`src/rtl/lampfpu_issue_queue_pkg.sv`:
```
// Shared types for the lampFPU issue queue: FPU opcode/rounding enums, data widths,
// issue FSM state encoding and the packed request record.
package lampfpu_issue_queue_pkg;

  localparam int LAMP_INTEGER_DW = 32;
  localparam int LAMP_FLOAT_DW   = 16;
  localparam int LAMP_FPU_TAG_DW = 4;

  typedef enum logic [3:0] {
    FPU_IDLE = 4'd0,
    FPU_I2F  = 4'd1,
    FPU_F2I  = 4'd2,
    FPU_ADD  = 4'd3,
    FPU_SUB  = 4'd4,
    FPU_MUL  = 4'd5,
    FPU_DIV  = 4'd6,
    FPU_EQ   = 4'd7,
    FPU_LT   = 4'd8,
    FPU_LE   = 4'd9
  } opcodeFPU_t;

  typedef enum logic {
    FPU_RNDMODE_NEAREST  = 1'b0,
    FPU_RNDMODE_TRUNCATE = 1'b1
  } rndModeFPU_t;

  typedef logic [1:0] issueState_t;
  localparam issueState_t STATE_IDLE  = 2'd0;
  localparam issueState_t STATE_ISSUE = 2'd1;
  localparam issueState_t STATE_WAIT  = 2'd2;

  typedef struct packed {
    opcodeFPU_t                  opcode;
    rndModeFPU_t                 rndMode;
    logic [LAMP_INTEGER_DW-1:0]  op1;
    logic [LAMP_FLOAT_DW-1:0]    op2;
    logic [LAMP_FPU_TAG_DW-1:0]  tag;
  } fpuReq_t;

endpackage

```
`src/rtl/lampfpu_req_fifo.sv`:
```
// Generic packed-data FIFO with wrap-around pointers, occupancy count and a
// synchronous clear that takes priority over push/pop.
module lampfpu_req_fifo #(
  parameter int DEPTH = 4,
  parameter int W     = 8
) (
  input  logic                       clk,
  input  logic                       rst,
  input  logic                       clear,
  input  logic                       push,
  input  logic [W-1:0]               push_data,
  input  logic                       pop,
  output logic [W-1:0]               pop_data,
  output logic                       full,
  output logic                       empty,
  output logic [$clog2(DEPTH):0]     count
);

  localparam int PTR_W = $clog2(DEPTH);
  localparam int CNT_W = PTR_W + 1;

  logic [W-1:0]       mem_r [DEPTH];
  logic [PTR_W-1:0]   wr_ptr_r;
  logic [PTR_W-1:0]   rd_ptr_r;
  logic [CNT_W-1:0]   count_r;
  logic               do_push_s;
  logic               do_pop_s;

  assign full     = (count_r == CNT_W'(DEPTH));
  assign empty    = (count_r == CNT_W'(0));
  assign count    = count_r;
  assign pop_data = mem_r[rd_ptr_r];

  // Qualify requests so overflow/underflow can never corrupt the pointers.
  always_comb begin
    do_push_s = 1'b0;
    do_pop_s  = 1'b0;
    if (push && !full) begin
      do_push_s = 1'b1;
    end else begin
      do_push_s = 1'b0;
    end
    if (pop && !empty) begin
      do_pop_s = 1'b1;
    end else begin
      do_pop_s = 1'b0;
    end
  end

  // Pointer, count and storage update.
  always_ff @(posedge clk) begin
    if (rst) begin
      wr_ptr_r <= PTR_W'(0);
      rd_ptr_r <= PTR_W'(0);
      count_r  <= CNT_W'(0);
      for (int i = 0; i < DEPTH; i++) begin
        mem_r[i] <= '0;
      end
    end else if (clear) begin
      wr_ptr_r <= PTR_W'(0);
      rd_ptr_r <= PTR_W'(0);
      count_r  <= CNT_W'(0);
    end else begin
      if (do_push_s) begin
        mem_r[wr_ptr_r] <= push_data;
        wr_ptr_r        <= wr_ptr_r + PTR_W'(1);
      end
      if (do_pop_s) begin
        rd_ptr_r <= rd_ptr_r + PTR_W'(1);
      end
      case ({do_push_s, do_pop_s})
        2'b10:   count_r <= count_r + CNT_W'(1);
        2'b01:   count_r <= count_r - CNT_W'(1);
        default: count_r <= count_r;
      endcase
    end
  end

endmodule

```
`src/rtl/lampfpu_issue_queue.sv`:
```
// In-order request buffer and single-outstanding issue controller in front of lampFPU_top.
// Optional saturating performance counters are enabled with LAMPFPU_ISSUE_PERF_EN.
module lampfpu_issue_queue
  import lampfpu_issue_queue_pkg::*;
#(
  parameter int DEPTH = 4,
  parameter int TAG_W = LAMP_FPU_TAG_DW
) (
  input  logic                        clk,
  input  logic                        rst,
  input  logic                        flush_i,
  input  logic                        req_valid_i,
  output logic                        req_ready_o,
  input  opcodeFPU_t                  req_opcode_i,
  input  rndModeFPU_t                 req_rndMode_i,
  input  logic [LAMP_INTEGER_DW-1:0]  req_op1_i,
  input  logic [LAMP_FLOAT_DW-1:0]    req_op2_i,
  input  logic [TAG_W-1:0]            req_tag_i,
  output logic                        rsp_valid_o,
  input  logic                        rsp_ready_i,
  output logic [LAMP_INTEGER_DW-1:0]  rsp_result_o,
  output logic [TAG_W-1:0]            rsp_tag_o,
  output logic                        fpu_flush_o,
  output logic                        fpu_padv_o,
  output opcodeFPU_t                  fpu_opcode_o,
  output rndModeFPU_t                 fpu_rndMode_o,
  output logic [LAMP_INTEGER_DW-1:0]  fpu_op1_o,
  output logic [LAMP_FLOAT_DW-1:0]    fpu_op2_o,
  input  logic [LAMP_INTEGER_DW-1:0]  fpu_result_i,
  input  logic                        fpu_isResultValid_i,
  input  logic                        fpu_isReady_i
`ifdef LAMPFPU_ISSUE_PERF_EN
  ,
  output logic [31:0]                 perf_issued_o,
  output logic [31:0]                 perf_stall_o
`endif
);

  localparam int CNT_W = $clog2(DEPTH) + 1;
  localparam logic [CNT_W-1:0] CNT_FULL = CNT_W'(DEPTH);

  typedef struct packed {
    opcodeFPU_t                  opcode;
    rndModeFPU_t                 rndMode;
    logic [LAMP_INTEGER_DW-1:0]  op1;
    logic [LAMP_FLOAT_DW-1:0]    op2;
    logic [TAG_W-1:0]            tag;
  } req_t;

  req_t                        push_data_s;
  req_t                        head_s;
  logic                        push_s;
  logic                        pop_s;
  logic                        issue_go_s;
  logic                        capture_s;
  logic                        fifo_full_s;
  logic                        fifo_empty_s;
  logic [CNT_W-1:0]            fifo_count_s;

  issueState_t                 state_r;
  opcodeFPU_t                  fpu_opcode_r;
  rndModeFPU_t                 fpu_rnd_r;
  logic [LAMP_INTEGER_DW-1:0]  fpu_op1_r;
  logic [LAMP_FLOAT_DW-1:0]    fpu_op2_r;
  logic [TAG_W-1:0]            issue_tag_r;
  logic                        rsp_valid_r;
  logic [LAMP_INTEGER_DW-1:0]  rsp_result_r;
  logic [TAG_W-1:0]            rsp_tag_r;
  logic                        fpu_flush_r;

  assign req_ready_o   = (fifo_count_s != CNT_FULL);
  assign rsp_valid_o   = rsp_valid_r;
  assign rsp_result_o  = rsp_result_r;
  assign rsp_tag_o     = rsp_tag_r;
  assign fpu_flush_o   = fpu_flush_r;
  assign fpu_padv_o    = 1'b1;
  assign fpu_opcode_o  = fpu_opcode_r;
  assign fpu_rndMode_o = fpu_rnd_r;
  assign fpu_op1_o     = fpu_op1_r;
  assign fpu_op2_o     = fpu_op2_r;

  lampfpu_req_fifo #(
    .DEPTH (DEPTH),
    .W     ($bits(req_t))
  ) u_req_fifo (
    .clk       (clk),
    .rst       (rst),
    .clear     (flush_i),
    .push      (push_s),
    .push_data (push_data_s),
    .pop       (pop_s),
    .pop_data  (head_s),
    .full      (fifo_full_s),
    .empty     (fifo_empty_s),
    .count     (fifo_count_s)
  );

  // Handshake qualification and FSM transition decode; flush suppresses all of it.
  always_comb begin
    push_data_s.opcode  = req_opcode_i;
    push_data_s.rndMode = req_rndMode_i;
    push_data_s.op1     = req_op1_i;
    push_data_s.op2     = req_op2_i;
    push_data_s.tag     = req_tag_i;
    push_s     = 1'b0;
    pop_s      = 1'b0;
    issue_go_s = 1'b0;
    capture_s  = 1'b0;
    if (req_valid_i && req_ready_o && !fifo_full_s && !flush_i) begin
      push_s = 1'b1;
    end else begin
      push_s = 1'b0;
    end
    case (state_r)
      STATE_IDLE: begin
        if (!flush_i && !fifo_empty_s && fpu_isReady_i && !rsp_valid_r) begin
          issue_go_s = 1'b1;
        end else begin
          issue_go_s = 1'b0;
        end
      end
      STATE_ISSUE: begin
        if (!flush_i) begin
          pop_s = 1'b1;
        end else begin
          pop_s = 1'b0;
        end
      end
      STATE_WAIT: begin
        // A result seen while a flush is being applied or propagated belongs to killed work.
        if (!flush_i && !fpu_flush_r && fpu_isResultValid_i) begin
          capture_s = 1'b1;
        end else begin
          capture_s = 1'b0;
        end
      end
      default: begin
        issue_go_s = 1'b0;
      end
    endcase
  end

  // Issue FSM, FPU-facing operand registers and the response holding register.
  always_ff @(posedge clk) begin
    if (rst) begin
      state_r      <= STATE_IDLE;
      fpu_opcode_r <= FPU_IDLE;
      fpu_rnd_r    <= FPU_RNDMODE_NEAREST;
      fpu_op1_r    <= '0;
      fpu_op2_r    <= '0;
      issue_tag_r  <= '0;
      rsp_valid_r  <= 1'b0;
      rsp_result_r <= '0;
      rsp_tag_r    <= '0;
      fpu_flush_r  <= 1'b0;
    end else if (flush_i) begin
      state_r      <= STATE_IDLE;
      fpu_opcode_r <= FPU_IDLE;
      rsp_valid_r  <= 1'b0;
      fpu_flush_r  <= 1'b1;
    end else begin
      fpu_flush_r <= 1'b0;
      if (rsp_valid_r && rsp_ready_i) begin
        rsp_valid_r <= 1'b0;
      end
      case (state_r)
        STATE_IDLE: begin
          if (issue_go_s) begin
            state_r      <= STATE_ISSUE;
            fpu_opcode_r <= head_s.opcode;
            fpu_rnd_r    <= head_s.rndMode;
            fpu_op1_r    <= head_s.op1;
            fpu_op2_r    <= head_s.op2;
            issue_tag_r  <= head_s.tag;
          end
        end
        STATE_ISSUE: begin
          state_r      <= STATE_WAIT;
          fpu_opcode_r <= FPU_IDLE;
        end
        STATE_WAIT: begin
          if (capture_s) begin
            state_r      <= STATE_IDLE;
            rsp_valid_r  <= 1'b1;
            rsp_result_r <= fpu_result_i;
            rsp_tag_r    <= issue_tag_r;
          end
        end
        default: begin
          state_r      <= STATE_IDLE;
          fpu_opcode_r <= FPU_IDLE;
        end
      endcase
    end
  end

`ifdef LAMPFPU_ISSUE_PERF_EN
  logic [31:0] perf_issued_r;
  logic [31:0] perf_stall_r;

  assign perf_issued_o = perf_issued_r;
  assign perf_stall_o  = perf_stall_r;

  // Saturating event counters; deliberately untouched by flush.
  always_ff @(posedge clk) begin
    if (rst) begin
      perf_issued_r <= 32'd0;
      perf_stall_r  <= 32'd0;
    end else begin
      if ((state_r == STATE_ISSUE) && (perf_issued_r != 32'hFFFF_FFFF)) begin
        perf_issued_r <= perf_issued_r + 32'd1;
      end
      if (req_valid_i && !req_ready_o && (perf_stall_r != 32'hFFFF_FFFF)) begin
        perf_stall_r <= perf_stall_r + 32'd1;
      end
    end
  end
`endif

endmodule

```
`config.mk`:
```
export PLATFORM = sky130hd
export DESIGN_NAME = lampfpu_issue_queue
export DESIGN_NICKNAME = d
export VERILOG_FILES = /design/src/rtl/lampfpu_issue_queue_pkg.sv /design/src/rtl/lampfpu_req_fifo.sv /design/src/rtl/lampfpu_issue_queue.sv
export SDC_FILE = /design/constraint.sdc
export NUM_CORES = 1
export LEC_CHECK = 0
export ABC_CLOCK_PERIOD_IN_PS = 10150
export CAP_MARGIN = 15
export CORE_AREA = 4 4 231 120
export DETAILED_ROUTE_END_ITERATION = 6
export DIE_AREA = 0 0 235 124
export PLACE_DENSITY = 0.87
export SLEW_MARGIN = 20
export SYNTH_ARGS = -nofsm -noshare
export SYNTH_HDL_FRONTEND = slang
export SYNTH_SLANG_ARGS = --single-unit
```
`constraint.sdc`:
```
create_clock -name clk -period 10.15 [get_ports clk]
set_input_delay 2.03 -clock clk [delete_from_list [all_inputs] [get_ports clk]]
set_output_delay 2.03 -clock clk [all_outputs]
set_load 0.02 [all_outputs]
```
==> flow_metrics.env <==
export IMPL_run_status="complete, no violations"
export IMPL_p_seq_frac=0.548
export IMPL_p_int_mw=2.18
export IMPL_cp_data_arrival_time_ns=4.87
export IMPL_synth_area_um2=14000
export IMPL_worst_pin_slew_ns=1.04
export IMPL_synth_cell_types=43
export IMPL_coreArea_um2=25900
export IMPL_setup_viol=0
export IMPL_die_h_um=124
export IMPL_die_width_um=235
export IMPL_grt_pass1_vias=8977
export IMPL_root_buffer="clkbuf_16"
export IMPL_syn_avg_cell_area_um2=14.1
export IMPL_ys_ff_latch=334
export IMPL_fin_crit_ns=4.69
export IMPL_hold_buffers=0
export IMPL_cts_buffers=28
export IMPL_synthTopCellsByArea="edfxtp_1 49%, dfxtp_1 15%, and2_1 10%, mux4_2 9.2%, o311a_1 3.8%"
export IMPL_critPathKind="in -> reg"
export IMPL_tns_ns=0
export IMPL_vias=9074
export IMPL_critPathLaunchType="input pin"
export IMPL_drtIter0Drc=1171
export IMPL_fin_crit_sh=0.462
export IMPL_wirelength_um=34100
export IMPL_synth_top_area_cell="edfxtp_1"
export IMPL_powerDensity_nw_per_um2=162
export IMPL_area_delta_synth_final_pct=21.7
export IMPL_synth_edff_count=228
export IMPL_antenna_found_initial=0
export IMPL_clock_fmax_mhz=213
export IMPL_max_slew_margin=0.305
export IMPL_cts_resized=0
export IMPL_drive_gt1_frac=0.117
export IMPL_netlist_instances=994
export IMPL_cts_post_setup_buffers_inserted=0
export IMPL_cp_max_fo=57
export IMPL_clockPowerShare=0.400
export IMPL_htreeDepth=1
export IMPL_hold_violations=0
export IMPL_switching_power_mw=0.580
export IMPL_insertion_delay_ns=0.56
export IMPL_gp_congestion=0.759
export IMPL_required_ns=10.33
export IMPL_synthesis_nets=1092
export IMPL_synthFlopType="edfxtp_1"
export IMPL_maxCapViolCount=0
export IMPL_cts_buffer_depth=3
export IMPL_detail_route_first_pass_iterations=5
export IMPL_synth_top_area_frac=0.488
export IMPL_yosysWarnings=0
export IMPL_timing_final_max_slew_violations=0
export IMPL_wire_per_inst_um=22.6
export IMPL_worst_setup_path_end_kind="register"
export IMPL_clock_skew_final_ns=0.00920
export IMPL_dp_hpwl_um=19500
export IMPL_io_pins=189
export IMPL_clock_sinks=334
export IMPL_grt_setup_unrepaired="no"
export IMPL_ant_nets=0
export IMPL_layout_nets=1232
export IMPL_die_area_um2=29100
export IMPL_clk_pin_slew_worst_paths_ns=0.07
export IMPL_synth_seq_area_share=0.640
export IMPL_grt_pass1_wl_um=52500
export IMPL_grt_overflow=0
export IMPL_drc_errors=0
export IMPL_rows=42
export IMPL_initial_core_util=0.541
export IMPL_grt_max_degree=61
export IMPL_grt_use_total=0.230
export IMPL_power_frac_comb=0.052
export IMPL_portBuffers=187
export IMPL_layout_common_cells="228 x and2_1, 228 x edfxtp_1, 186 x clkdlybuf4s50_1"
export IMPL_dpl_cell_area_um2=16100
export IMPL_leakage_nw=6.37
export IMPL_cts_tree="built"
export IMPL_fin_area_um2=17100
export IMPL_viasPerCell=6.02
export IMPL_synthArstFlopShare=0
export IMPL_n_antenna_cell=0
export IMPL_vdd_drop_max_mv=0.115
export IMPL_switching_share=0.210
export IMPL_hp_class="reg -> reg"
-- state kept, by name, summed over array words and instances (netlist names), 2 cells and up, named ones only --
name	cells
rsp_tag_o	4
u_req_fifo.rd_ptr_r	2
fpu_op1_o	32
u_req_fifo.wr_ptr_r	2
state_r	2
fpu_op2_o	16
u_req_fifo.mem_r	228
rsp_result_o	32
issue_tag_r	4
u_req_fifo.count	3
fpu_opcode_o	4
-- routing by layer --
metal  GRT usage  wire [um]
met5           0          0
met4      0.0442        563
met2       0.372      16000
met3      0.0458       2810
met1       0.334      14700
-- cell type report --
class,instances,area [um^2]
clock buffer,34,774
multi-input combinational,563,4710
inverter,8,31.3
fill,1781,8850
sequential,334,8980
clock inverter,18,165
timing repair buffer,199,1960
tap,352,440
-- cells in the mapped netlist (3+ instances only) --
cell       number
a21o_1         54
a21oi_1        43
and2_1        228
buf_1           6
buf_2          12
buf_4           4
clkbuf_1       57
clkbuf_2        8
dfxtp_1       106
edfxtp_1      228
inv_1           6
mux4_2         57
nand2_1         4
nand2b_1        7
nand3_1        36
nor2_1          8
nor3_1          3
o21ai_0        38
o2bb2ai_1       4
o311a_1        53
o31ai_1         3
-- worst max-delay path, stage by stage --
cell and delay [ns]:
buf_2 0.70, clkinv_2 1.08, o31ai_4 0.25, buf_4 0.73
-- power by group through the flow --
stage          registers (mW)  clock network, mW  logic, mW
4_1_cts                  1.51               1.12      0.145
3_5_place_dp             1.54                  0      0.144
3_3_place_gp             1.54                  0      0.141
2_1_floorplan            1.54                  0     0.0683
6_report                 1.51               1.10      0.145
5_1_grt                  1.51               1.18      0.155
-- path summary, 6_finish.rpt --
path,start,end,slack (ns),depth (start not counted)
max reg2reg,state_r[0]$_SDFFE_PP0P_,u_req_fifo.count[2]$_SDFFE_PP0P_,7.33,9
min,fpu_opcode_o[3]$_SDFFE_PP0P_,fpu_opcode_o[3]$_SDFFE_PP0P_,0.47,2
min reg2reg,fpu_opcode_o[3]$_SDFFE_PP0P_,fpu_opcode_o[3]$_SDFFE_PP0P_,0.47,2
max,rst,u_req_fifo.mem_r[1][15]$_SDFFCE_PN0P_,5.46,4
-- per-stage QoR --
stage               instances  total power, mW  setup slack [ns]  utilization  hold WS [ns]
CTS                      1508             2.77              5.71        0.658         0.471
floorplan                 994             1.61              2.94            -         0.444
global placement         1456             1.68              5.18        0.622         0.449
detailed placement       1456             1.68              5.12        0.622         0.462
finish                   1508             2.76              5.46        0.658         0.467
global route             1508             2.84              5.29        0.658         0.495
-- cell families (layout without fill, tap and decap cells) --
family	after synthesis	count (layout)	synth area share
AO/OA/AOI/OAI	198	198	0.102
multiplexers	57	57	0.0916
XOR/XNOR	2	2	0.00125
other	1	1	0.000268
AND/OR/NAND/NOR	303	303	0.133
adder cells (fa/ha/maj)	2	2	0.00232
flip-flops	334	334	0.640
buffers and inverters	97	259	0.0299
(Power assumes the default switching activity.)
